--- src/rtl/data_mem_arbiter_if.sv ---
// ============================================================================
// data_mem_arbiter_if
// ----------------------------------------------------------------------------
// Bundle of every bus signal around the data-memory arbiter: the two requester
// handshakes (CPU load/store path = requester 0, I/O/DMA path = requester 1),
// the single-port memory connection and the busy status flag.
//
// Modports
//   slave  : the arbiter itself (takes requests, drives acks and the memory)
//   master : the environment (requesters plus the memory array)
//
// Signals (per requester n = 0,1)
//   reqn     request, held until ackn
//   wen      1 = write, 0 = read
//   addrn    word address
//   wdatan   write data
//   ackn     one-cycle completion pulse
//   errn     out-of-range flag, valid with ackn
//   rdatan   read data, valid with ackn, held until the next ackn
// Memory side
//   mem_address, mem_data_in, mem_write_enable  arbiter -> memory
//   mem_data_out                                 memory  -> arbiter
//   busy                                         arbiter not idle
// ============================================================================
interface data_mem_arbiter_if #(
    parameter int ADDR_W = 8,
    parameter int DATA_W = 8
);
    // requester 0
    logic              req0;
    logic              we0;
    logic [ADDR_W-1:0] addr0;
    logic [DATA_W-1:0] wdata0;
    logic              ack0;
    logic              err0;
    logic [DATA_W-1:0] rdata0;

    // requester 1
    logic              req1;
    logic              we1;
    logic [ADDR_W-1:0] addr1;
    logic [DATA_W-1:0] wdata1;
    logic              ack1;
    logic              err1;
    logic [DATA_W-1:0] rdata1;

    // memory port
    logic [ADDR_W-1:0] mem_address;
    logic [DATA_W-1:0] mem_data_in;
    logic              mem_write_enable;
    logic [DATA_W-1:0] mem_data_out;

    // status
    logic              busy;

    modport slave (
        input  req0, we0, addr0, wdata0,
        output ack0, err0, rdata0,
        input  req1, we1, addr1, wdata1,
        output ack1, err1, rdata1,
        output mem_address, mem_data_in, mem_write_enable,
        input  mem_data_out,
        output busy
    );

    modport master (
        output req0, we0, addr0, wdata0,
        input  ack0, err0, rdata0,
        output req1, we1, addr1, wdata1,
        input  ack1, err1, rdata1,
        input  mem_address, mem_data_in, mem_write_enable,
        output mem_data_out,
        input  busy
    );
endinterface

--- src/rtl/data_mem_arbiter.sv ---
// ============================================================================
// data_mem_arbiter
// ----------------------------------------------------------------------------
// Two-requester arbiter and sequencer in front of a single-port data memory
// (combinational read, write on rising clk). Accesses are serialised through a
// three-state sequencer IDLE -> ACCESS -> ACK, so at most one access is in
// flight and each takes three cycles minimum. Simultaneous requests are
// resolved round-robin; out-of-range addresses (>= DEPTH) never write memory
// and complete with err set and zero read data.
//
// Ports
//   clk    system clock, all state on the rising edge
//   rst_n  asynchronous active-low reset
//   bus    data_mem_arbiter_if.slave: requester handshakes, memory port, busy
// ============================================================================
module data_mem_arbiter #(
    parameter int ADDR_W = 8,
    parameter int DATA_W = 8,
    parameter int DEPTH  = 16
) (
    input  logic                  clk,
    input  logic                  rst_n,
    data_mem_arbiter_if.slave     bus
);

    localparam int          N_REQ   = 2;
    localparam logic [31:0] DEPTH_W = 32'(DEPTH);

    typedef enum logic [1:0] {
        ST_IDLE   = 2'd0,
        ST_ACCESS = 2'd1,
        ST_ACK    = 2'd2
    } state_t;

    // ------------------------------------------------------------------------
    // Requester inputs gathered into indexable form
    // ------------------------------------------------------------------------
    logic [N_REQ-1:0]  req_vec;
    logic [N_REQ-1:0]  we_vec;
    logic [ADDR_W-1:0] addr_vec  [N_REQ];
    logic [DATA_W-1:0] wdata_vec [N_REQ];

    assign req_vec      = {bus.req1, bus.req0};
    assign we_vec       = {bus.we1,  bus.we0};
    assign addr_vec[0]  = bus.addr0;
    assign addr_vec[1]  = bus.addr1;
    assign wdata_vec[0] = bus.wdata0;
    assign wdata_vec[1] = bus.wdata1;

    // ------------------------------------------------------------------------
    // Sequencer state and latched access fields
    // ------------------------------------------------------------------------
    state_t            state_q;
    logic              prio_q;    // requester that wins the next tie
    logic              owner_q;   // requester owning the current access
    logic              we_q;
    logic [ADDR_W-1:0] addr_q;
    logic [DATA_W-1:0] wdata_q;

    // Per-requester completion registers
    logic              ack_q   [N_REQ];
    logic              err_q   [N_REQ];
    logic [DATA_W-1:0] rdata_q [N_REQ];

    // ------------------------------------------------------------------------
    // Grant decision (only consumed in IDLE)
    // ------------------------------------------------------------------------
    logic grant_valid_d;
    logic grant_sel_d;

    always_comb begin
        grant_valid_d = |req_vec;
        // A lone request wins outright; a tie goes to the priority holder.
        if (&req_vec) begin
            grant_sel_d = prio_q;
        end else begin
            grant_sel_d = req_vec[1];
        end
    end

    // Range check is done on the latched address so it is stable for the
    // whole ACCESS cycle. Comparison is widened to 32 bits so a DEPTH equal
    // to 2**ADDR_W still works.
    logic in_range;
    assign in_range = (32'(addr_q) < DEPTH_W);

    // ------------------------------------------------------------------------
    // Sequencer
    // ------------------------------------------------------------------------
    always_ff @(posedge clk or negedge rst_n) begin
        if (!rst_n) begin
            state_q <= ST_IDLE;
            prio_q  <= 1'b0;
            owner_q <= 1'b0;
            we_q    <= 1'b0;
            addr_q  <= '0;
            wdata_q <= '0;
        end else begin
            case (state_q)
                ST_IDLE: begin
                    if (grant_valid_d) begin
                        owner_q <= grant_sel_d;
                        we_q    <= we_vec[grant_sel_d];
                        addr_q  <= addr_vec[grant_sel_d];
                        wdata_q <= wdata_vec[grant_sel_d];
                        state_q <= ST_ACCESS;
                    end
                end
                ST_ACCESS: begin
                    // Out-of-range accesses still count as a grant here.
                    prio_q  <= ~owner_q;
                    state_q <= ST_ACK;
                end
                ST_ACK: begin
                    // Requests are deliberately not looked at in this cycle:
                    // the owner is still deasserting its req.
                    state_q <= ST_IDLE;
                end
                default: begin
                    state_q <= ST_IDLE;
                end
            endcase
        end
    end

    // ------------------------------------------------------------------------
    // Per-requester ack / err / read-data registers
    // ------------------------------------------------------------------------
    generate
        for (genvar gi = 0; gi < N_REQ; gi++) begin : g_req
            logic is_owner_access;
            assign is_owner_access = (state_q == ST_ACCESS) && (owner_q == 1'(gi));

            always_ff @(posedge clk or negedge rst_n) begin
                if (!rst_n) begin
                    ack_q[gi]   <= 1'b0;
                    err_q[gi]   <= 1'b0;
                    rdata_q[gi] <= '0;
                end else if (is_owner_access) begin
                    ack_q[gi]   <= 1'b1;
                    err_q[gi]   <= ~in_range;
                    // Captured on writes as well (old memory contents); a
                    // requester only looks at it for reads.
                    rdata_q[gi] <= in_range ? bus.mem_data_out : '0;
                end else begin
                    // ack/err are single-cycle; rdata holds until the next ack.
                    ack_q[gi]   <= 1'b0;
                    err_q[gi]   <= 1'b0;
                end
            end
        end
    endgenerate

    // ------------------------------------------------------------------------
    // Outputs
    // ------------------------------------------------------------------------
    assign bus.ack0   = ack_q[0];
    assign bus.err0   = err_q[0];
    assign bus.rdata0 = rdata_q[0];
    assign bus.ack1   = ack_q[1];
    assign bus.err1   = err_q[1];
    assign bus.rdata1 = rdata_q[1];

    assign bus.mem_address = addr_q;
    assign bus.mem_data_in = wdata_q;

    // Built only from registered state, so it cannot pulse outside ACCESS and
    // it falls as soon as rst_n clears state_q, killing an in-flight write.
    assign bus.mem_write_enable = (state_q == ST_ACCESS) && we_q && in_range;

    assign bus.busy = (state_q != ST_IDLE);

endmodule
--- src/flat_wrapper.sv ---
// flat-port wrapper written by rule: the top's interface ports become plain ports
module data_mem_arbiter_flat 
#(
    parameter int ADDR_W = 8,
    parameter int DATA_W = 8,
    parameter int DEPTH  = 16
)
  (clk, rst_n, bus_req0, bus_we0, bus_addr0, bus_wdata0, bus_ack0, bus_err0, bus_rdata0, bus_req1, bus_we1, bus_addr1, bus_wdata1, bus_ack1, bus_err1, bus_rdata1, bus_mem_address, bus_mem_data_in, bus_mem_write_enable, bus_mem_data_out, bus_busy);
  data_mem_arbiter_if #(.ADDR_W(ADDR_W), .DATA_W(DATA_W)) bus_i ();
  input  logic clk;
  input  logic rst_n;
  input wire logic [$bits(bus_i.req0)-1:0] bus_req0;
  input wire logic [$bits(bus_i.we0)-1:0] bus_we0;
  input wire logic [$bits(bus_i.addr0)-1:0] bus_addr0;
  input wire logic [$bits(bus_i.wdata0)-1:0] bus_wdata0;
  output wire logic [$bits(bus_i.ack0)-1:0] bus_ack0;
  output wire logic [$bits(bus_i.err0)-1:0] bus_err0;
  output wire logic [$bits(bus_i.rdata0)-1:0] bus_rdata0;
  input wire logic [$bits(bus_i.req1)-1:0] bus_req1;
  input wire logic [$bits(bus_i.we1)-1:0] bus_we1;
  input wire logic [$bits(bus_i.addr1)-1:0] bus_addr1;
  input wire logic [$bits(bus_i.wdata1)-1:0] bus_wdata1;
  output wire logic [$bits(bus_i.ack1)-1:0] bus_ack1;
  output wire logic [$bits(bus_i.err1)-1:0] bus_err1;
  output wire logic [$bits(bus_i.rdata1)-1:0] bus_rdata1;
  output wire logic [$bits(bus_i.mem_address)-1:0] bus_mem_address;
  output wire logic [$bits(bus_i.mem_data_in)-1:0] bus_mem_data_in;
  output wire logic [$bits(bus_i.mem_write_enable)-1:0] bus_mem_write_enable;
  input wire logic [$bits(bus_i.mem_data_out)-1:0] bus_mem_data_out;
  output wire logic [$bits(bus_i.busy)-1:0] bus_busy;
  assign bus_i.req0 = bus_req0;
  assign bus_i.we0 = bus_we0;
  assign bus_i.addr0 = bus_addr0;
  assign bus_i.wdata0 = bus_wdata0;
  assign bus_ack0 = bus_i.ack0;
  assign bus_err0 = bus_i.err0;
  assign bus_rdata0 = bus_i.rdata0;
  assign bus_i.req1 = bus_req1;
  assign bus_i.we1 = bus_we1;
  assign bus_i.addr1 = bus_addr1;
  assign bus_i.wdata1 = bus_wdata1;
  assign bus_ack1 = bus_i.ack1;
  assign bus_err1 = bus_i.err1;
  assign bus_rdata1 = bus_i.rdata1;
  assign bus_mem_address = bus_i.mem_address;
  assign bus_mem_data_in = bus_i.mem_data_in;
  assign bus_mem_write_enable = bus_i.mem_write_enable;
  assign bus_i.mem_data_out = bus_mem_data_out;
  assign bus_busy = bus_i.busy;
  data_mem_arbiter #(.ADDR_W(ADDR_W), .DATA_W(DATA_W), .DEPTH(DEPTH)) u_core (.clk(clk), .rst_n(rst_n), .bus(bus_i));
endmodule
--- config.mk ---
export PLATFORM = sky130hd
export DESIGN_NAME = data_mem_arbiter_flat
export DESIGN_NICKNAME = d
export VERILOG_FILES = /design/src/rtl/data_mem_arbiter_if.sv /design/src/rtl/data_mem_arbiter.sv /design/src/flat_wrapper.sv
export SDC_FILE = /design/constraint.sdc
export NUM_CORES = 1
export LEC_CHECK = 0
export BUFFER_PORTS_ARGS = -buffer_cell sky130_fd_sc_hd__clkbuf_2
export CORE_ASPECT_RATIO = 0.75
export CORE_MARGIN = 2
export CORE_UTILIZATION = 45
export DETAILED_ROUTE_END_ITERATION = 8
export PLACE_DENSITY = 0.78
export SYNTH_ARGS = -nofsm -noshare
export SYNTH_HDL_FRONTEND = slang
export SYNTH_SLANG_ARGS = --single-unit
--- constraint.sdc ---
create_clock -name clk -period 1.7 [get_ports clk]
set_input_delay 0.34 -clock clk [delete_from_list [all_inputs] [get_ports clk]]
set_output_delay 0.34 -clock clk [all_outputs]
set_load 0.01 [all_outputs]
==> results by stage, run 1 <==
Outcome:
- The flow ran to the end, and the final reports show no timing, DRC or antenna violations.

Finish:
- The finished cells cover 2374 sq um.
- The library cells used most frequently in the layout, excluding fill and tap cells, are clkbuf_2 (82), dfrtp_1 (41), o21ai_0 (33).
- The final cell count without fillers is 322.
- The number of filler cells placed in the layout is 326.
- The count of inserted antenna diode cells is 0.
- In the final layout, the share of cells above drive strength 1 is 0.3889.
- The total number of nets in the final design is 315.
- The synthesis-to-layout area growth is 35.02%.
- The library cell used most frequently in the layout, excluding fill and tap cells, is clkbuf_2.
- The post-route core utilization is 0.6400.

Floorplan:
- The floorplan die area is 4428 sq um.
- The floorplan die width is 76.17 um.
- From bottom edge to top edge, the die measures 58.13 um.
- The floorplan has 19 rows.
- For this configuration, the core starts out at a cell density of 0.4740.
- The area of the placeable core is 3709 sq um.
- In this run the count of I/O pins placed on the die edge is 84.

Timing:
- Setup violations remaining at the end of the flow were counted as 0.
- The max-slew violation count is 0.
- The headroom to the max-slew limit is 0.6644.
- For the pin with the worst max-slew slack, the measured transition is 0.5034 ns.
- The final hold violation count came to 0.
- On the final layout, the worst hold slack is 0.09546 ns.
- The share of the clock period used by the worst path is 0.9947.
- The total negative slack is 0 ns.
- The time the final worst path needs with I/O delays and setup is 1.691 ns.
- Timing would allow up to 0.5914 GHz.
- Setup repair after global routing could not meet its margin everywhere.
- Across the routed clock network, the largest skew measured is 0.003171 ns.

Critical path:
- The register-to-register path setup slack is 0.34 ns.
- The critical-path cell with the highest stage delay is dfrtp_1.
- The worst path buffer plus inverter count is 1.
- Counting buffers and inverters, the worst setup path is 3 cells deep.
- The delay contributed by the slowest stage of the critical path is 0.43 ns.
- Data arrives at the worst endpoint at 1.35 ns.
- Of all nets on the critical path, the largest fanout is 3.
- Counting cells, the worst reg-to-reg path comes to 3.
- The worst register-to-register path begins at u_core.state_q[1].
- The required time at the endpoint of the critical path is 1.36 ns.
- The endpoint identified for the worst register-to-register timing path is u_core.bus.rdata0[3].
- The worst setup path is of the register to primary output kind.
- Traced cell by cell, the critical path runs through nor4_4 > and3_1 > buf_2.
- The type of element capturing the critical path is a primary output.
- On the critical path the largest part of the delay comes from simple AND/OR/NAND/NOR gates.
- The worst setup path is launched from a register.

Global routing:
- After global routing the overflow that remains totals 0.
- The number of global-route vias before repair is 1,542.
- In the global route stage, overall resource usage came out at 0.2104.
- The number of antenna violations at the first check in global routing is 0.
- The largest net degree at the start of global routing is 42.
- The wire length of the first global-routing pass is 7.210 mm.

CTS:
- The CTS tree is yes.
- The number of buffers added to fix hold violations after cts is 0.
- The clock latency at the later pin of the worst-skew pair is 0.29 ns.
- The number of sinks handled by clock tree synthesis is 41.
- The clock passes through at most 2 buffers.
- Clock-pin slew was measured on the worst setup and hold paths at 0.08 ns.
- The number of H-tree levels is 2.
- Buffers inserted during clock tree synthesis total 5.
- The tree is rooted in a clkbuf_8.

Placed design:
- The cell total after placement is 312.
- The congestion estimate from routability-driven global placement came to 0.7611.
- The placed wire-length estimate after detailed placement is 3.070 mm.
- In this run the tool buffered the top-level ports with 83 buffer cells.
- The area after detailed placement is 2216 sq um.

Routing:
- Dividing the detail-routed wire length by the instance count gives 13.55 um.
- The post-detailed-route DRC marker count is 0.
- The first-pass iteration count of the detailed router is 4.
- The detailed router placed 1,667 vias in this run.
- The remaining antenna violation count is 0.
- The overall routed net length is 4.362 mm.
- Using the TritonRoute via totals, the vias-per-cell ratio works out to 5.177.
- In this run, the number of DRC markers left after iteration 0 of detailed routing was 79.

Logic synthesis:
- The part of the Yosys area used for sequential elements is 0.5836.
- Counting every net in the synthesized netlist gives 230.
- In this run, synthesis produced a sequential element count of 41.
- After technology mapping, the gate count stands at 184.
- Averaged over all synthesized cells, the footprint is 9.554 sq um.
- The mapped netlist covers 1758 sq um.
- The number of warning messages in the yosys log is 0.
- In this run, distinct cell masters in the synthesized netlist total 21.

Pwr:
- The worst supply voltage drop on vdd is 0.8917 mV.
- In this run the static leakage power is 1.185 nW.
- The power per standard cell area is 1699 nW/um^2.

Flow run:
- Max-cap violations in this run came to 0.

Worst hold path:
- In this run the worst hold path is classified as input port to asynchronous set/reset pin.
worst register-to-register path, stage by stage, from the launching register on:
cell and delay, ns:
dfrtp_1 0.41, or3b_2 0.64, nand2_1 0.11, o21ai_0 0.08
Yosys cell counts, drive strengths merged:
cell	count	area (sq um)
nor2	5	21.27
buf	6	55.05
a31oi	17	106.4
or2	1	6.260
nand3b	1	7.510
clkbuf	9	33.78
nor2b	2	12.51
or3b	1	8.760
and3	1	6.260
and2	1	8.760
o21ai	33	165.2
a21oi	17	85.08
nand2	24	90.09
nand3	17	85.08
o32ai	1	8.760
nor4	1	6.260
nand2b	1	6.260
dfrtp	41	1026
inv	5	18.77
flip-flops by register name, summed over array words and instances (netlist names):
| register | flops |
|---|---|
| u_core.prio_q | 1 |
| u_core.bus.ack1 | 1 |
| u_core.we_q | 1 |
| u_core.bus.rdata0 | 8 |
| u_core.bus.rdata1 | 8 |
| u_core.owner_q | 1 |
| u_core.bus.ack0 | 1 |
| u_core.bus.mem_address | 8 |
| u_core.bus.mem_data_in | 8 |
| u_core.bus.err0 | 1 |
| u_core.bus.err1 | 1 |
| u_core.state_q | 2 |
kinds of logic (layout without fill, tap and decap cells):
family                 after synthesis  count (layout)  synth area share
DFF                                 41              41            0.5836
and+or+nand+nor                     55              55            0.1473
buffers and inverters               20             106           0.06121
AOI/OAI and AO/OA                   68              68            0.2078
worst max path at each step:
stage	from	slack (ns)	endpoint
after floorplan	u_core.bus.mem_address[6]	0.1	bus_mem_write_enable
after global placement	u_core.bus.mem_address[7]	0.32	bus_mem_write_enable
after detailed placement	bus_req1	0.28	u_core.bus.mem_address[6]
after CTS	u_core.bus.mem_address[5]	0.001	bus_mem_write_enable
after global routing	u_core.bus.mem_address[6]	-0.05	bus_mem_write_enable
final	u_core.bus.mem_address[6]	0.009	bus_mem_write_enable
layout make-up:
cell class,count,area [sq um],area share
Clock inverter,3,65.06,0.02741
Inverter,5,18.77,0.007907
Timing Repair Buffer,93,490.5,0.2066
Tap cell,52,65.06,0.02741
Sequential cell,41,1026,0.4323
Clock buffer,5,68.82,0.02899
Multi-Input combinational cell,123,639.4,0.2694
repair_timing:
action	CTS	global route
buffers inserted	1	1
resized for setup	0	2
hold endpoints to repair	0	0
pin swaps	1	2
setup endpoints to repair	1	1
power by group:
group / leakage, nW / total (mW) / switching (mW) / internal, mW
combinational: 0.604 / 1.51 / 0.890 / 0.621
sequential: 0.513 / 1.61 / 0.253 / 1.36
clock: 0.0681 / 0.912 / 0.329 / 0.583
total: 1.18 / 4.03 / 1.47 / 2.56
per-layer routing:
layer,share of wire,global-route usage
met5,0,0
met4,0.012,0.08571
met3,0.077,0.04517
met2,0.45,0.3316
met1,0.46,0.2901
metrics by stage:
step / power [mW] / setup WS, ns
after floorplan: 2.490 / 0.09872
after CTS: 4.025 / 0.001133
after global routing: 4.311 / -0.04915
final: 4.033 / 0.009085
after detailed placement: 3.096 / 0.2820
after global placement: 3.049 / 0.3237
Power figures use the tool's default switching activity.
==> inputs of run 2 (changes only) <==
--- a/config.mk
+++ b/config.mk
@@ -6,11 +6,13 @@
 export NUM_CORES = 1
 export LEC_CHECK = 0
 export BUFFER_PORTS_ARGS = -buffer_cell sky130_fd_sc_hd__clkbuf_2
+export CELL_PAD_IN_SITES_DETAIL_PLACEMENT = 0
+export CELL_PAD_IN_SITES_GLOBAL_PLACEMENT = 1
 export CORE_ASPECT_RATIO = 0.75
 export CORE_MARGIN = 2
-export CORE_UTILIZATION = 45
+export CORE_UTILIZATION = 33
 export DETAILED_ROUTE_END_ITERATION = 8
-export PLACE_DENSITY = 0.78
+export PLACE_DENSITY_LB_ADDON = 0.1
 export SYNTH_ARGS = -nofsm -noshare
 export SYNTH_HDL_FRONTEND = slang
 export SYNTH_SLANG_ARGS = --single-unit
==> run 2 against run 1 <==
  * Worst setup slack improved by 0.035 ns
  * Routed wire length increased by 9.1%
  * Count of clock-buffer cells in the layout is the same
  * Core utilization fell by 16 points
  * Fmax is 2.1% higher
  * Sequential share of layout area fell by 0.55 points
  * Combinational power increased by 3%
  * Sequential power about the same
  * Final cell count rose by 6.8%
  * Design area up 1.4%
  * Critical endpoint unchanged
==> results by stage, run 2 (same netlist as run 1, synthesis figures left out) <==
Routing:
- The first-pass iteration count of the detailed router is 4.
- After detailed routing, the number of vias per cell comes to 4.901.
- In this run the remaining antenna-violating nets after routing total 0.
- The average wire per cell in the routed design is 13.83 um.
- After the first detailed-routing iteration, the DRC count stood at 110.
- Across all layers, the routed design uses 1,686 vias.
- The post-detailed-route DRC marker count is 0.
- The overall routed net length is 4.759 mm.

Placed design:
- After detailed placement, the design holds a cell count of 332.
- In this run the cell area measured after placement is 2253 sq um.
- At the end of routability-driven placement, the weighted congestion stood at 0.7757.
- The post-placement worst setup slack is 0.2820 ns.
- In this run the tool buffered the top-level ports with 83 buffer cells.
- The placed wire-length estimate after detailed placement is 3.421 mm.

Timing:
- Setup total negative slack on the finished layout was measured at 0 ns.
- For the pin with the worst max-slew slack, the measured transition is 0.4761 ns.
- The final hold violation count is 0.
- The fmax is 0.6040 GHz.
- The max-slew violation count came to 0.
- The worst-case setup margin in the final layout is 0.04440 ns.
- The final number of setup-violating endpoints is 0.
- On the final layout, the worst hold slack is 0.2848 ns.
- Dividing the final minimum period by the clock period gives 0.9739.
- The headroom to the max-slew limit is 0.6822.
- After layout, the minimum clock period comes to 1.656 ns.
- Between clock sinks in the finished design, the worst skew comes to 0.008039 ns.
- Setup repair after global routing could not meet its margin everywhere.

Outcome:
- The flow ran to the end, and the final reports show no timing, DRC or antenna violations.

Finish:
- The cell area after layout is 2407 sq um.
- The count of inserted antenna diode cells is 0.
- The post-route core utilization is 0.4805.
- The total number of nets in the final design is 318.
- The library cell used most frequently in the layout, excluding fill and tap cells, is clkbuf_2.
- Excluding fillers, the count of instances in the completed layout stands at 344.
- In the final layout, the share of cells above drive strength 1 is 0.3934.
- The synthesis-to-layout area growth is 36.94%.
- In the layout the commonest cells are clkbuf_2 (82), dfrtp_1 (40), o21ai_0 (33).

CTS:
- TritonCTS built the clock tree.
- Clock tree synthesis found a total of 41 sinks.
- The maximum buffer depth of the clock tree is 2.
- Clock-pin slew was measured on the worst setup and hold paths at 0.08 ns.
- CTS built an H-tree with a depth of 2.
- The root buffer cell chosen for the clock tree is clkbuf_8.
- At the later pin of the worst-skew pair, clock insertion delay measures 0.29 ns.
- The number of buffers created by CTS is 5.

Critical path:
- Data on the critical path is required at its endpoint by 1.36 ns.
- The arrival time at the worst endpoint is 1.32 ns.
- The worst setup path is launched from a register.
- The dominant delay contributor by cell family on the critical path is simple AND/OR/NAND/NOR gates.
- The delay contributed by the slowest stage of the critical path is 0.42 ns.
- For the worst flop-to-flop path, the logic depth is 3.
- The maximum fanout count along the critical path is 2.
- STA classifies the critical path endpoint as a primary output.
- Walking the worst path, the cells encountered are nor4_4 > and3_1 > buf_2.
- The critical path is of the register to primary output type.
- The worst path buffer plus inverter count is 1.
- Tracing the worst setup path back leads to its startpoint at u_core.bus.mem_address[5].
- In this run the critical register-to-register path is launched from u_core.state_q[1].
- The endpoint identified for the worst register-to-register timing path is u_core.bus.rdata0[1].
- The setup check on the worst reg-to-reg path leaves a slack of 0.32 ns.
- Among all stages on the critical path, the largest delay is contributed by dfrtp_1.

Flow run:
- Across the run, the number of max-cap violations was 0.

Pwr:
- The combinational cell fraction of total power is 0.397.
- The power per standard cell area is 1626 nW/um^2.
- The worst supply voltage drop on vdd is 0.5862 mV.
- The internal power component is 2.431 mW.
- The analysis attributes to cell leakage a power of 1.189 nW.
- Of the total power, the share spent switching nets is 0.3789.
- In this run the power spent charging and discharging nets is 1.484 mW.
- Of the total power, registers draw 0.412.
- Of the total power, the clock network draws 0.191.
- The overall power after layout is 3.915 mW.

Worst hold path:
- The startpoint identified for the worst hold timing path is bus_mem_data_out[3].
- The sink of the worst hold path is u_core.bus.rdata0[3].
- In this run the worst hold path is classified as input port to register.
- The worst hold path passes through 3 cells.

Global routing:
- The overall global routing resource usage is 0.1743.
- The number of global-route vias before repair was 1,565.
- The total overflow reported by the global router is 0.
- The first global-routing pass estimated 7.893 mm of wire.
- Entering global routing, the biggest net connects 28 pins.
- The number of antenna violations at the first check in global routing was 0.

Floorplan:
- The area of the placeable core is 5010 sq um.
- The floorplan die area is 5933 sq um.
- 84 I/O pins were placed.
- Measured along the y axis, the die boundary spans 67.21 um.
- The number of standard-cell rows in the floorplan is 22.
- From left edge to right edge, the die measures 88.28 um.
- For this configuration, the core starts out at a cell density of 0.3509.
-- run 2: cell count changes in the layout (fill, tap and decap cells not counted), sizes merged --
cell         delta
bufinv          -1
buf             +2
dlygate4sd3     +1
-- run 2: tightest hold or removal path: stages --
cell and delay, ns:
clkbuf_2 0.08, nand2_1 0.05, o21ai_0 0.06
-- run 2: per-layer routing --
metal / track usage / wire length [um]
met5: 0 / 0
met4: 0.05114 / 38
met3: 0.05379 / 401
met2: 0.2462 / 1994
met1: 0.2568 / 2324
-- run 2: worst max path at each step --
| stage | endpoint | cells after the start |
|---|---|---|
| finish | bus_mem_write_enable | 3 |
| global route | bus_mem_write_enable | 3 |
| CTS | bus_mem_write_enable | 3 |
| detailed placement | u_core.owner_q | 4 |
| global placement | u_core.we_q | 4 |
| floorplan | bus_mem_write_enable | 3 |
-- run 2: repair_timing --
item,4_1_cts,5_1_grt
hold buffers,1,0
buffers inserted,0,4
hold endpoints to repair,14,0
gates resized for setup,0,3
endpoints found under the setup margin,0,2
-- run 2: cell type report --
| cell class | instances | area [sq um] |
|---|---|---|
| well taps | 72 | 90.09 |
| clock buffers | 5 | 68.82 |
| multi-input cells | 123 | 639.4 |
| flip-flops and latches | 41 | 1027 |
| repair buffers | 96 | 528.0 |
| inverters | 5 | 18.77 |
| clock inverters | 2 | 35.03 |
| fillers | 501 | 2603 |
-- run 2: power groups by stage --
stage                     combinational (mW)  sequential, mW  clock [mW]
after floorplan                        0.765            1.73           0
after global placement                  1.50            1.62           0
after detailed placement                1.50            1.61           0
after CTS                               1.50            1.60       0.768
after global routing                    1.75            1.65       0.811
final                                   1.56            1.61       0.747
